[src/rtl/logic_target_fifo.sv]
// Implementation-target selector plus the standard elastic stream FIFO.
// Storage is a RAM of CAPACITY-1 words, a registered read stage and an output register.
`timescale 1ns/1ps

package logic_pkg;
    typedef enum logic [1:0] {
        TARGET_GENERIC        = 2'd0,
        TARGET_INTEL          = 2'd1,
        TARGET_INTEL_ARRIA_10 = 2'd2
    } target_t;
endpackage

module logic_target_fifo #(
    parameter logic_pkg::target_t TARGET       = logic_pkg::TARGET_GENERIC,
    parameter int                 WIDTH        = 8,
    parameter int                 CAPACITY     = 16,
    parameter int                 ALMOST_FULL  = CAPACITY - 1,
    parameter int                 ALMOST_EMPTY = 1,
    parameter int                 COUNT_WIDTH  = $clog2(CAPACITY + 1)
) (
    input  logic                   aclk,
    input  logic                   areset_n,
    input  logic                   rx_tvalid,
    output logic                   rx_tready,
    input  logic [WIDTH-1:0]       rx_tdata,
    output logic                   tx_tvalid,
    input  logic                   tx_tready,
    output logic [WIDTH-1:0]       tx_tdata,
    output logic [COUNT_WIDTH-1:0] count,
    output logic                   almost_full,
    output logic                   almost_empty,
    output logic                   overflow
);

    localparam int DEPTH = CAPACITY - 1;
    localparam int PTR_W = (DEPTH > 1) ? $clog2(DEPTH) : 1;
    localparam logic [COUNT_WIDTH-1:0] CAP_C   = COUNT_WIDTH'(CAPACITY);
    localparam logic [PTR_W-1:0]       PTR_END = PTR_W'(DEPTH - 1);
    localparam logic [4:0]             STALL_LIMIT = 5'd16;

    generate
        if (WIDTH < 1) begin : g_bad_width
            $error("logic_target_fifo: WIDTH must be >= 1");
        end
        if (CAPACITY < 2) begin : g_bad_capacity
            $error("logic_target_fifo: CAPACITY must be >= 2");
        end
        if (COUNT_WIDTH != $clog2(CAPACITY + 1)) begin : g_bad_count_width
            $error("logic_target_fifo: COUNT_WIDTH is derived and must not be overridden");
        end
    endgenerate

    logic                   push;
    logic                   pop;
    logic                   rd_en;
    logic                   out_load;
    logic                   stg_vld;
    logic [WIDTH-1:0]       stg_data;
    logic [PTR_W-1:0]       wr_ptr;
    logic [PTR_W-1:0]       rd_ptr;
    logic [COUNT_WIDTH-1:0] unread;
    logic [COUNT_WIDTH-1:0] unread_nxt;
    logic [COUNT_WIDTH-1:0] count_nxt;
    logic [4:0]             stall_cnt;

    function automatic logic [PTR_W-1:0] ptr_inc(input logic [PTR_W-1:0] p);
        return (p == PTR_END) ? '0 : p + 1'b1;
    endfunction

    assign push     = rx_tvalid & rx_tready;
    assign pop      = tx_tvalid & tx_tready;
    assign out_load = stg_vld & (~tx_tvalid | tx_tready);
    // A RAM slot is released when its read is issued; the read stage holds the copy.
    assign rd_en    = (unread != '0) & (~stg_vld | out_load);

    assign unread_nxt = unread + COUNT_WIDTH'(push) - COUNT_WIDTH'(rd_en);
    assign count_nxt  = count + COUNT_WIDTH'(push) - COUNT_WIDTH'(pop);

    // Same-edge write and read of one slot must return the old word (full wrap case).
    generate
        if (TARGET == logic_pkg::TARGET_GENERIC) begin : g_ram_generic
            logic [WIDTH-1:0] mem [DEPTH];
            always_ff @(posedge aclk) begin
                if (push)  mem[wr_ptr] <= rx_tdata;
                if (rd_en) stg_data    <= mem[rd_ptr];
            end
        end else if (TARGET == logic_pkg::TARGET_INTEL_ARRIA_10) begin : g_ram_a10
            (* ramstyle = "M20K" *) logic [WIDTH-1:0] mem [DEPTH];
            always_ff @(posedge aclk) begin
                if (push)  mem[wr_ptr] <= rx_tdata;
                if (rd_en) stg_data    <= mem[rd_ptr];
            end
        end else if (TARGET == logic_pkg::TARGET_INTEL) begin : g_ram_intel
            (* ramstyle = "auto" *) logic [WIDTH-1:0] mem [DEPTH];
            always_ff @(posedge aclk) begin
                if (push)  mem[wr_ptr] <= rx_tdata;
                if (rd_en) stg_data    <= mem[rd_ptr];
            end
        end else begin : g_bad_target
            $error("logic_target_fifo: unsupported TARGET");
        end
    endgenerate

    always_ff @(posedge aclk or negedge areset_n) begin
        if (!areset_n) begin
            wr_ptr    <= '0;
            rd_ptr    <= '0;
            unread    <= '0;
            stg_vld   <= 1'b0;
            tx_tvalid <= 1'b0;
            tx_tdata  <= '0;
        end else begin
            if (push)  wr_ptr <= ptr_inc(wr_ptr);
            if (rd_en) rd_ptr <= ptr_inc(rd_ptr);
            unread    <= unread_nxt;
            stg_vld   <= rd_en | (stg_vld & ~out_load);
            tx_tvalid <= out_load | (tx_tvalid & ~tx_tready);
            if (out_load) tx_tdata <= stg_data;
        end
    end

    always_ff @(posedge aclk or negedge areset_n) begin
        if (!areset_n) begin
            count        <= '0;
            rx_tready    <= 1'b0;
            almost_full  <= (ALMOST_FULL == 0);
            almost_empty <= 1'b1;
        end else begin
            count        <= count_nxt;
            rx_tready    <= (count_nxt < CAP_C);
            almost_full  <= (int'(count_nxt) >= ALMOST_FULL);
            almost_empty <= (int'(count_nxt) <= ALMOST_EMPTY);
        end
    end

    // Overflow flags a source that has been stalled against a full FIFO for 16+ cycles.
    always_ff @(posedge aclk or negedge areset_n) begin
        if (!areset_n) begin
            stall_cnt <= '0;
            overflow  <= 1'b0;
        end else if (rx_tvalid && (count == CAP_C)) begin
            if (stall_cnt != STALL_LIMIT) stall_cnt <= stall_cnt + 1'b1;
            if (stall_cnt >= STALL_LIMIT - 5'd1) overflow <= 1'b1;
        end else begin
            stall_cnt <= '0;
        end
    end

endmodule
[config.mk]
export PLATFORM = sky130hd
export DESIGN_NAME = logic_target_fifo
export DESIGN_NICKNAME = d
export VERILOG_FILES = /design/src/rtl/logic_target_fifo.sv
export SDC_FILE = /design/constraint.sdc
export NUM_CORES = 1
export LEC_CHECK = 0
export ABC_AREA = 1
export CAP_MARGIN = 20
export CORE_MARGIN = 3
export CORE_UTILIZATION = 32
export CTS_BUF_LIST = sky130_fd_sc_hd__clkbuf_8
export DETAILED_ROUTE_END_ITERATION = 16
export GPL_ROUTABILITY_DRIVEN = 0
export PLACE_DENSITY_LB_ADDON = 0.2
export REMOVE_ABC_BUFFERS = 1
export SKIP_CTS_REPAIR_TIMING = 1
export SYNTH_ARGS = -nofsm -noshare
export SYNTH_HDL_FRONTEND = slang
export SYNTH_SLANG_ARGS = --single-unit
[constraint.sdc]
create_clock -name aclk -period 2.32 [get_ports aclk]
set_input_delay 0.696 -clock aclk [delete_from_list [all_inputs] [get_ports aclk]]
set_output_delay 0.696 -clock aclk [all_outputs]
set_load 0.02 [all_outputs]
==> impl_metrics.env <==
export IMPL_syn_avg_cell_area_sq_um=10.6
export IMPL_dr_first_iter_drc_count=284
export IMPL_worst_ep_required_time_ps=2710
export IMPL_path_max_fanout=2
export IMPL_critPathMaxStageDelay_ps=410
export IMPL_drt_wl_total_um=15900
export IMPL_io_buffer_count=29
export IMPL_die_x_um=156
export IMPL_timing_rr_start="unread[3]$_DFF_PN0_"
export IMPL_path_clk_slew_ps=90
export IMPL_drive_gt1_share_pct=13.2
export IMPL_power_frac_comb_pct=39.4
export IMPL_viasPerCell=4.58
export IMPL_ant_nets=0
export IMPL_drc=0
export IMPL_p_per_area_nw_per_um2=1190
export IMPL_cp_slowest_cell="dfrtp_1"
export IMPL_cts_max_level=4
export IMPL_worst_slack_ps=66.1
export IMPL_drv_slew=0
export IMPL_cts_sinks=165
export IMPL_io_pins=30
export IMPL_syn_to_final_growth_pct=17.9
export IMPL_layout_nets=768
export IMPL_status="finished clean"
export IMPL_yosysSeqAreaShare_pct=66.5
export IMPL_routedWlPerCell_um=15.4
export IMPL_firstDrtPassIters=5
export IMPL_crit_start="unread[3]$_DFF_PN0_"
export IMPL_relSlewSlack_pct=44.8
export IMPL_fp_dieH_um=156
export IMPL_post_route_min_period_ps=2250
export IMPL_power_share_switching_pct=38.6
export IMPL_clock_latency_ps=460
export IMPL_initial_core_util_pct=32.7
export IMPL_dpl_hpwl_um=10300
export IMPL_end_kind="flip-flop"
export IMPL_cts_root_buf="clkbuf_8"
export IMPL_cts_inserted_buffers=17
export IMPL_row_count=54
export IMPL_final_common_cell="nand2_1"
export IMPL_rsz0062_at_grt="yes"
export IMPL_fin_util_pct=38.5
export IMPL_worstHoldPathType="in -> async"
export IMPL_grt_pass1_wl_um=25000
export IMPL_antenna_found_initial=0
export IMPL_timing_critical_path_mode_cell="ha_4"
export IMPL_fin_skew_ps=12.7
export IMPL_period_share_pct=97.2
export IMPL_clock_power_share_pct=20.5
export IMPL_cp_start_kind="flip-flop"
export IMPL_ff2ff_path_depth=13
export IMPL_cts_path_max_buffers=2
export IMPL_final_cell_mix="170 x nand2_1, 128 x edfxtp_1, 91 x inv_1"
export IMPL_synth_seq_cells=165
export IMPL_finalSetupViolCount=0
export IMPL_fmax_mhz=444
export IMPL_worst_ir_drop_vdd_v=0.000373
export IMPL_synth_distinct_cells=30
export IMPL_drv_cap=0
export IMPL_die_area_sq_um=24300
export IMPL_finalHoldViolCount=0
export IMPL_p_int_mw=6.16
export IMPL_dp_slack_ps=-503
export IMPL_switching_power_mw=3.88
export IMPL_core_sq_um=22000
export IMPL_p_leak_nw=3.55
export IMPL_p_seq_share_pct=40.1
export IMPL_grt_pass1_vias=4659
export IMPL_hold_slack_ps=329
export IMPL_grt_max_degree=52
export IMPL_netlist_instances=678
export IMPL_num_vias=4723
export IMPL_gr_total_overflow=0
export IMPL_power_total_mw=10.0
export IMPL_crit_chain="inv_2 > ha_4 > nand3_4 > nor2_4 > nor2_4 > ha_4 > inv_2 > ha_4 > fa_2 > a21oi_2 > nor2_1 > nor2_1 > xor2_1"
export IMPL_worst_pin_slew_ps=828
export IMPL_worstPathArrival_ps=2640
export IMPL_cts_tree="yes"
export IMPL_synth_area_sq_um=7180
export IMPL_grt_usage_pct=13.5
export IMPL_critPathKind="reg -> reg"
export IMPL_ys_warnings_count=0
export IMPL_diodes=0
==> layer usage <==
metal,vias to the layer above,track usage (%),wire [um]
li1,2334,-,-
met1,2263,18.1,7470
met5,-,0,0
met2,102,21.6,7420
met3,24,2.72,648
met4,0,5.59,329
==> cell type report <==
type,count,area [sq um]
fill,2099,13500
sequential,165,4770
multi-input combinational,395,2030
timing repair buffer,63,558
inverter,97,364
tap,280,350
clock buffer,17,234
clock inverter,15,155
==> cell families (layout without fill, tap and decap cells) <==
family | Yosys count | after routing | synth area share, %
and+or+nand+nor | 325 | 325 | 18.6
DFF | 165 | 165 | 66.5
buffers and inverters | 118 | 192 | 6.85
AOI/OAI and AO/OA | 38 | 38 | 2.77
adders and majority gates | 17 | 17 | 3.17
muxes | 8 | 8 | 1.26
xor gates and xnor gates | 7 | 7 | 0.854
==> final timing paths <==
kind / slack (ps) / endpoint
worst min register to register: 470 / overflow$_DFFE_PN0P_
max in group asynchronous: 1460 / wr_ptr[3]$_DFFE_PN0P_
worst max-delay path: 70 / unread[4]$_DFF_PN0_
min in group aclk: 470 / overflow$_DFFE_PN0P_
worst min-delay path: 330 / overflow$_DFFE_PN0P_
worst max register to register: 70 / unread[4]$_DFF_PN0_
==> critical path, delay by kind of cell, from the launching register on <==
family                   cells  cell delay, ps
AO/OA/AOI/OAI                1             140
XOR/XNOR                     1             150
adder cells (fa/ha/maj)      4             920
buffers and inverters        2             130
flip-flops                   1             410
AND/OR/NAND/NOR              5             440
==> through the flow <==
step,TNS [ps],std cells,cell area [sq um]
floorplan,-1390,657,7050
global placement,-7370,998,7940
detailed placement,-9460,998,7940
CTS,-111,1030,8330
global route,-80.2,1032,8460
finish,0,1032,8460
==> sequential cells by signal (all words and copies together), names as in the netlist, 4 cells and up <==
register	cells
wr_ptr	4
unread	5
stall_cnt	5
stg_data	8
g_ram_generic.mem	120
tx_tdata	8
rd_ptr	4
count	5
==> power groups by stage <==
stage | clock network (mW) | registers, mW | logic, mW
3_3_place_gp | 0 | 4.07 | 3.68
3_5_place_dp | 0 | 4.09 | 3.73
2_1_floorplan | 0 | 4.28 | 2.04
4_1_cts | 2.11 | 4.02 | 3.74
5_1_grt | 2.24 | 4.09 | 4.42
6_report | 2.05 | 4.03 | 3.95
==> Yosys cell counts <==
cell type | count | area share, %
a21boi_0 | 1 | 0.10
a21o_1 | 1 | 0.10
a21oi_1 | 22 | 1.5
buf_1 | 2 | 0.10
buf_2 | 9 | 0.63
buf_4 | 4 | 0.42
buf_6 | 3 | 0.47
clkbuf_1 | 3 | 0.16
dfrtp_1 | 36 | 13
dfstp_2 | 1 | 0.37
edfxtp_1 | 128 | 54
fa_1 | 2 | 0.56
ha_1 | 15 | 2.6
inv_1 | 92 | 4.8
inv_2 | 5 | 0.26
mux2_2 | 8 | 1.3
nand2_1 | 172 | 9.0
nand2_4 | 1 | 0.16
nand3_1 | 65 | 4.5
nand3b_1 | 1 | 0.10
nand4_1 | 8 | 0.70
nor2_1 | 76 | 4.0
nor3_1 | 1 | 0.070
nor3b_1 | 1 | 0.10
o211ai_1 | 1 | 0.10
o21ai_0 | 10 | 0.70
o21ai_1 | 2 | 0.14
o22ai_1 | 1 | 0.087
xnor2_1 | 2 | 0.24
xor2_1 | 5 | 0.61
No activity file was read; power rests on OpenSTA's default activity.
==> RTL change 1, RTL diff (same flow settings) <==
Set the parameter `CAPACITY` to 8 (it was 16).
--- a/src/rtl/logic_target_fifo.sv
+++ b/src/rtl/logic_target_fifo.sv
@@ -14,5 +14,5 @@
     parameter logic_pkg::target_t TARGET       = logic_pkg::TARGET_GENERIC,
     parameter int                 WIDTH        = 8,
-    parameter int                 CAPACITY     = 16,
+    parameter int                 CAPACITY     = 8,
     parameter int                 ALMOST_FULL  = CAPACITY - 1,
     parameter int                 ALMOST_EMPTY = 1,
Ports: changed (resized count); port bits go from 30 to 29. No check against the original RTL was run, so the function may have changed too.
==> RTL change 1 against the unedited design <==
Setup slack better by 4.2 ps. Cell count is 41% lower. Area after synthesis is 42% lower. Fmax is 0.18% higher. Sequential cell count is 68 lower. Die area is 40% lower. First-iteration DRC count is 49% lower. Power is 42% lower. Synthesized cell count is 43% lower. Combinational power is 44% lower. Global-route usage is 1.7 points lower. Design area is 42% lower. Wire length is 51% lower. Sequential share of layout area is 0.55 points lower.
==> RTL change 1: results (changes against the unedited design) <==
- Outcome: finished, final reports clean (unchanged)
- Biggest regs: g_ram_generic.mem: 56 flops, stg_data: 8 flops, tx_tdata: 8 flops (was g_ram_generic.mem: 120 flops, stg_data: 8 flops, tx_tdata: 8 flops)
- First DRT Iteration DRCs: 144 (was 284)
- Pre-CTS setup slack: -350 ps (was -503 ps)
- Share of layout cells above drive strength 1: 9.57% (was 13.2%)
- DR pass1 iterations: 4 (was 5)
- Critical Path AT: 2560 ps (was 2640 ps)
- Crit path to: almost_full (was unread[4])
- Seq/Total Area, Yosys: 65.7% (was 66.5%)
- HP Class: flop to flop (was input pin to asynchronous set/reset pin)
- Final Skew: 8.36 ps (was 12.7 ps)
- Post-layout net count: 461 (was 768)
- Global-route wire length before repair: 13100 um (was 25000 um)
- Largest net degree at the start of global routing: 34 (was 52)
- Synth cell count leaders: 134 x nand2_1, 64 x edfxtp_1, 48 x inv_1 (was 172 x nand2_1, 128 x edfxtp_1, 92 x inv_1)
- Detailed Route WL: 7720 um (was 15900 um)
- Post-synth EDFFs: 64 (was 128)
- Post-synth cell types: 26 (was 30)
- Vias in the first global route: 2636 (was 4659)
- Slew of the pin with the lowest slew margin: 685 ps (was 828 ps)
- Leakage power figure: 0.00217 uW (was 0.00355 uW)
- Psw: 2170 uW (was 3880 uW)
- Slowest stage delay, CP: 550 ps (was 410 ps)
- Slowest stage cell, crit path: fa_2 (was dfrtp_1)
- R2r setup slk: 310 ps (was 70 ps)
- Fillers: 1299 (was 2099)
- Max FO, Critical Path: 3 (was 2)
- Ys async rst share: 34.0% (was 22.4%)
- CTS Buf Count: 9 (was 17)
- Worst Setup SP: rx_tvalid (was unread[3])
-- RTL change 1: critical path: cells and delay by family --
family	cells	cell delay, ps
adder cells (fa/ha/maj)	3	1030
buffers and inverters	3	550
AND/OR/NAND/NOR	4	260
-- RTL change 1: logic make-up (layout without fill, tap and decap cells) --
| kind of cell | Yosys count | count (layout) | share of synthesized area [%] |
|---|---|---|---|
| XOR/XNOR | 4 | 4 | 0.838 |
| adder cells (fa/ha/maj) | 15 | 15 | 4.85 |
| AND/OR/NAND/NOR | 192 | 192 | 18.8 |
| AO/OA/AOI/OAI | 19 | 19 | 2.90 |
| flip-flops | 97 | 97 | 65.7 |
| buffers and inverters | 62 | 112 | 6.88 |
-- RTL change 1: through the flow --
| stage | cell area (um2) | std cells | power, uW |
|---|---|---|---|
| 4_1_cts | 4910 | 611 | 5930 |
| 6_report | 4920 | 611 | 5860 |
| 2_1_floorplan | 4090 | 378 | 3960 |
| 3_3_place_gp | 4710 | 595 | 4790 |
| 3_5_place_dp | 4710 | 595 | 4830 |
| 5_1_grt | 4920 | 611 | 6340 |
-- RTL change 1: how the worst min path moves through the flow --
stage | slack, ps | to | start | depth (start not counted)
after CTS | 470 | overflow | overflow | 2
after global routing | 520 | tx_tdata[5] | tx_tdata[5] | 2
after floorplan | 400 | almost_full | areset_n | 0
after detailed placement | 450 | overflow | overflow | 2
after global placement | 450 | overflow | overflow | 2
final | 460 | overflow | overflow | 2
-- RTL change 1: metal layers --
| layer | routed length [um] | up-vias | GRT usage, % |
|---|---|---|---|
| met5 | 0 | - | 0 |
| met4 | 73 | 0 | 4.04 |
| met3 | 338 | 5 | 4.02 |
| met2 | 3660 | 40 | 19.4 |
| met1 | 3650 | 1236 | 14.7 |
| li1 | - | 1354 | - |
-- RTL change 1: layout make-up --
| class | count | area (um2) | share of cell area, % |
|---|---|---|---|
| clock buffers | 9 | 124 | 2.52 |
| flip-flops and latches | 97 | 2750 | 55.8 |
| repair buffers | 45 | 408 | 8.28 |
| multi-input cells | 230 | 1160 | 23.6 |
| well taps | 172 | 215 | 4.37 |
| clock inverters | 7 | 68.8 | 1.40 |
| inverters | 51 | 196 | 3.99 |
-- RTL change 1: power by group through the flow --
stage / registers, uW / clock network [uW] / logic (uW)
after CTS: 2580 / 1120 / 2230
after global routing: 2630 / 1180 / 2530
after floorplan: 2720 / 0 / 1240
after detailed placement: 2620 / 0 / 2210
final: 2570 / 1080 / 2210
after global placement: 2610 / 0 / 2180
==> RTL change 2, RTL diff (same flow settings) <==
Without the edit above. Reset style: synchronous (`areset_n`), changed in 3 clocked blocks.
--- a/src/rtl/logic_target_fifo.sv
+++ b/src/rtl/logic_target_fifo.sv
@@ -102,5 +102,5 @@
     endgenerate
 
-    always_ff @(posedge aclk or negedge areset_n) begin
+    always_ff @(posedge aclk) begin
         if (!areset_n) begin
             wr_ptr    <= '0;
@@ -120,5 +120,5 @@
     end
 
-    always_ff @(posedge aclk or negedge areset_n) begin
+    always_ff @(posedge aclk) begin
         if (!areset_n) begin
             count        <= '0;
@@ -135,5 +135,5 @@
 
     // Overflow flags a source that has been stalled against a full FIFO for 16+ cycles.
-    always_ff @(posedge aclk or negedge areset_n) begin
+    always_ff @(posedge aclk) begin
         if (!areset_n) begin
             stall_cnt <= '0;
Formal check against the unedited RTL: differs if areset_n is asserted again (counterexample within 4 cycles, from zero or initial values and one cycle with areset_n low); with areset_n held inactive, the same outputs for 10 cycles.
==> RTL change 2 against the unedited design <==
Fmax is 0.91% higher. Die area is 1.2% lower. Design area is 1.2% lower. Setup slack better by 20 ps. Synthesized cell count is 3.5% higher. Wire length is 0.84% lower. Worst hold slack better by 140 ps. First-iteration DRC count is 14% lower. Power is 12% lower. Sequential share of layout area is 1.5 points lower. Area after synthesis is 1.3% lower. Cell count is 2.4% higher. Utilization is 0.48 points higher. Sequential cell count stayed put.
==> RTL change 2: results (changes against the unedited design) <==
- Outcome: finished, final reports clean (unchanged)
- Seq. pwr: 3660 uW (was 4030 uW)
- Pre-CTS setup slack: -559 ps (was -503 ps)
- GRT Util Overall: 13.7% (was 13.5%)
- Placed instance area: 7920 um2 (was 7940 um2)
- Slowest stage cell, crit path: clkdlybuf4s50_1 (was dfrtp_1)
- First DRT Iteration DRCs: 243 (was 284)
- Seq/Total Area, Yosys: 64.7% (was 66.5%)
- Share of layout cells above drive strength 1: 12.1% (was 13.2%)
- Post-synthesis cell count: 702 (was 678)
- DR pass1 iterations: 5 (unchanged)
- Normalized max-slew margin: 58.2% (was 44.8%)
- Leakage power figure: 0.00340 uW (was 0.00355 uW)
- Biggest regs: g_ram_generic.mem: 120 flops, stg_data: 8 flops, tx_tdata: 8 flops (unchanged)
- Fin Hold WS: 469 ps (was 329 ps)
- DR vias: 4850 (was 4723)
- Antenna fix cells: 0 (unchanged)
- Largest net degree at the start of global routing: 54 (was 52)
- Crit path to: almost_full (was unread[4])
- Synth cell count leaders: 200 x nand2_1, 128 x edfxtp_1, 85 x inv_1 (was 172 x nand2_1, 128 x edfxtp_1, 92 x inv_1)
- Synth Warn #: 0 (unchanged)
- Finished Layout Cells: 1057 (was 1032)
- Clock network power: 2150 uW (was 2050 uW)
- Peak supply drop: 0.358 mV (was 0.373 mV)
- Vias in the first global route: 4828 (was 4659)
- Placed Cells incl. Taps: 1026 (was 998)
- Adder-cell share of the synthesized area: 3.21% (was 3.17%)
- R2R depth: 15 (was 13)
- Final Skew: 13.5 ps (was 12.7 ps)
- Top post-synthesis cells by area: edfxtp_1 54%, nand2_1 11%, dfxtp_1 10% (was edfxtp_1 54%, dfrtp_1 13%, nand2_1 9.0%)
- Sw Share: 35.2% (was 38.6%)
- Worst r2r dst: unread[4] (unchanged)
- Global-route wire length before repair: 25500 um (was 25000 um)
- Synth Area in Compound Gates: 4.34% (was 2.77%)
- HP Class: flop to flop (was input pin to asynchronous set/reset pin)
- Final worst slack: 86.3 ps (was 66.1 ps)
- Proportion of synthesized area in mux cells: 0% (was 1.26%)
- Power share of the clock group: 24.5% (was 20.5%)
- Root Buffer: clkbuf_8 (unchanged)
- Post-synth cell types: 28 (was 30)
- Ys async rst share: 0% (was 22.4%)
- Critical Path AT: 2580 ps (was 2640 ps)
- CTS Buf Count: 17 (unchanged)
- Ys flop type: edfxtp_1 (unchanged)
- Post-DP HPWL: 10500 um (was 10300 um)
- Skew-Pair Late Insertion Delay: approximately 450 ps
- Hold path start: overflow
- Max FO, Critical Path: 3 (was 2)
- WL/cell: 14.9 um (was 15.4 um)
- Post-layout net count: 799 (was 768)
- Post-synthesis xor/xnor area fraction: 0.247% (was 0.854%)
- Worst Setup SP: rx_tvalid (was unread[3])
- Clock transition at the registers of the reported paths: 90 ps (about the same)
- R2r setup slk: 180 ps (was 70 ps)
- Post-synth EDFFs: 128 (unchanged)
- Slowest stage delay, CP: 480 ps (was 410 ps)
- Reg2reg start: unread[3] (unchanged)
==> RTL change 2: changes by cell type after synthesis, moves of 10 or more <==
cell | before | now
nor2_1 | 76 | 63
nand2_1 | 172 | 200
dfxtp_1 | 0 | 37
dfrtp_1 | 36 | 0
nand3b_1 | 1 | 12
nand3_1 | 65 | 55
==> RTL change 2: worst min-delay path: cells and delay by family, from the launching register on <==
kind / cells / cell delay, ps
AOI/OAI and AO/OA: 1 / 60
DFF: 1 / 340
and+or+nand+nor: 1 / 50
==> RTL change 2: cell type report <==
| cell class | count | area (um2) |
|---|---|---|
| multi-input combinational | 424 | 2050 |
| clock buffer | 17 | 234 |
| sequential | 165 | 4590 |
| timing repair buffer | 70 | 626 |
| tap | 275 | 344 |
| fill | 2092 | 13100 |
| clock inverter | 14 | 174 |
| inverter | 92 | 348 |
==> RTL change 2: per-layer routing <==
layer	up-vias	routed length [um]	track usage, %
li1	2436	-	-
met1	2309	7200	17.4
met2	94	7710	23.5
met3	11	627	3.36
met4	0	184	3.78
met5	-	0	0
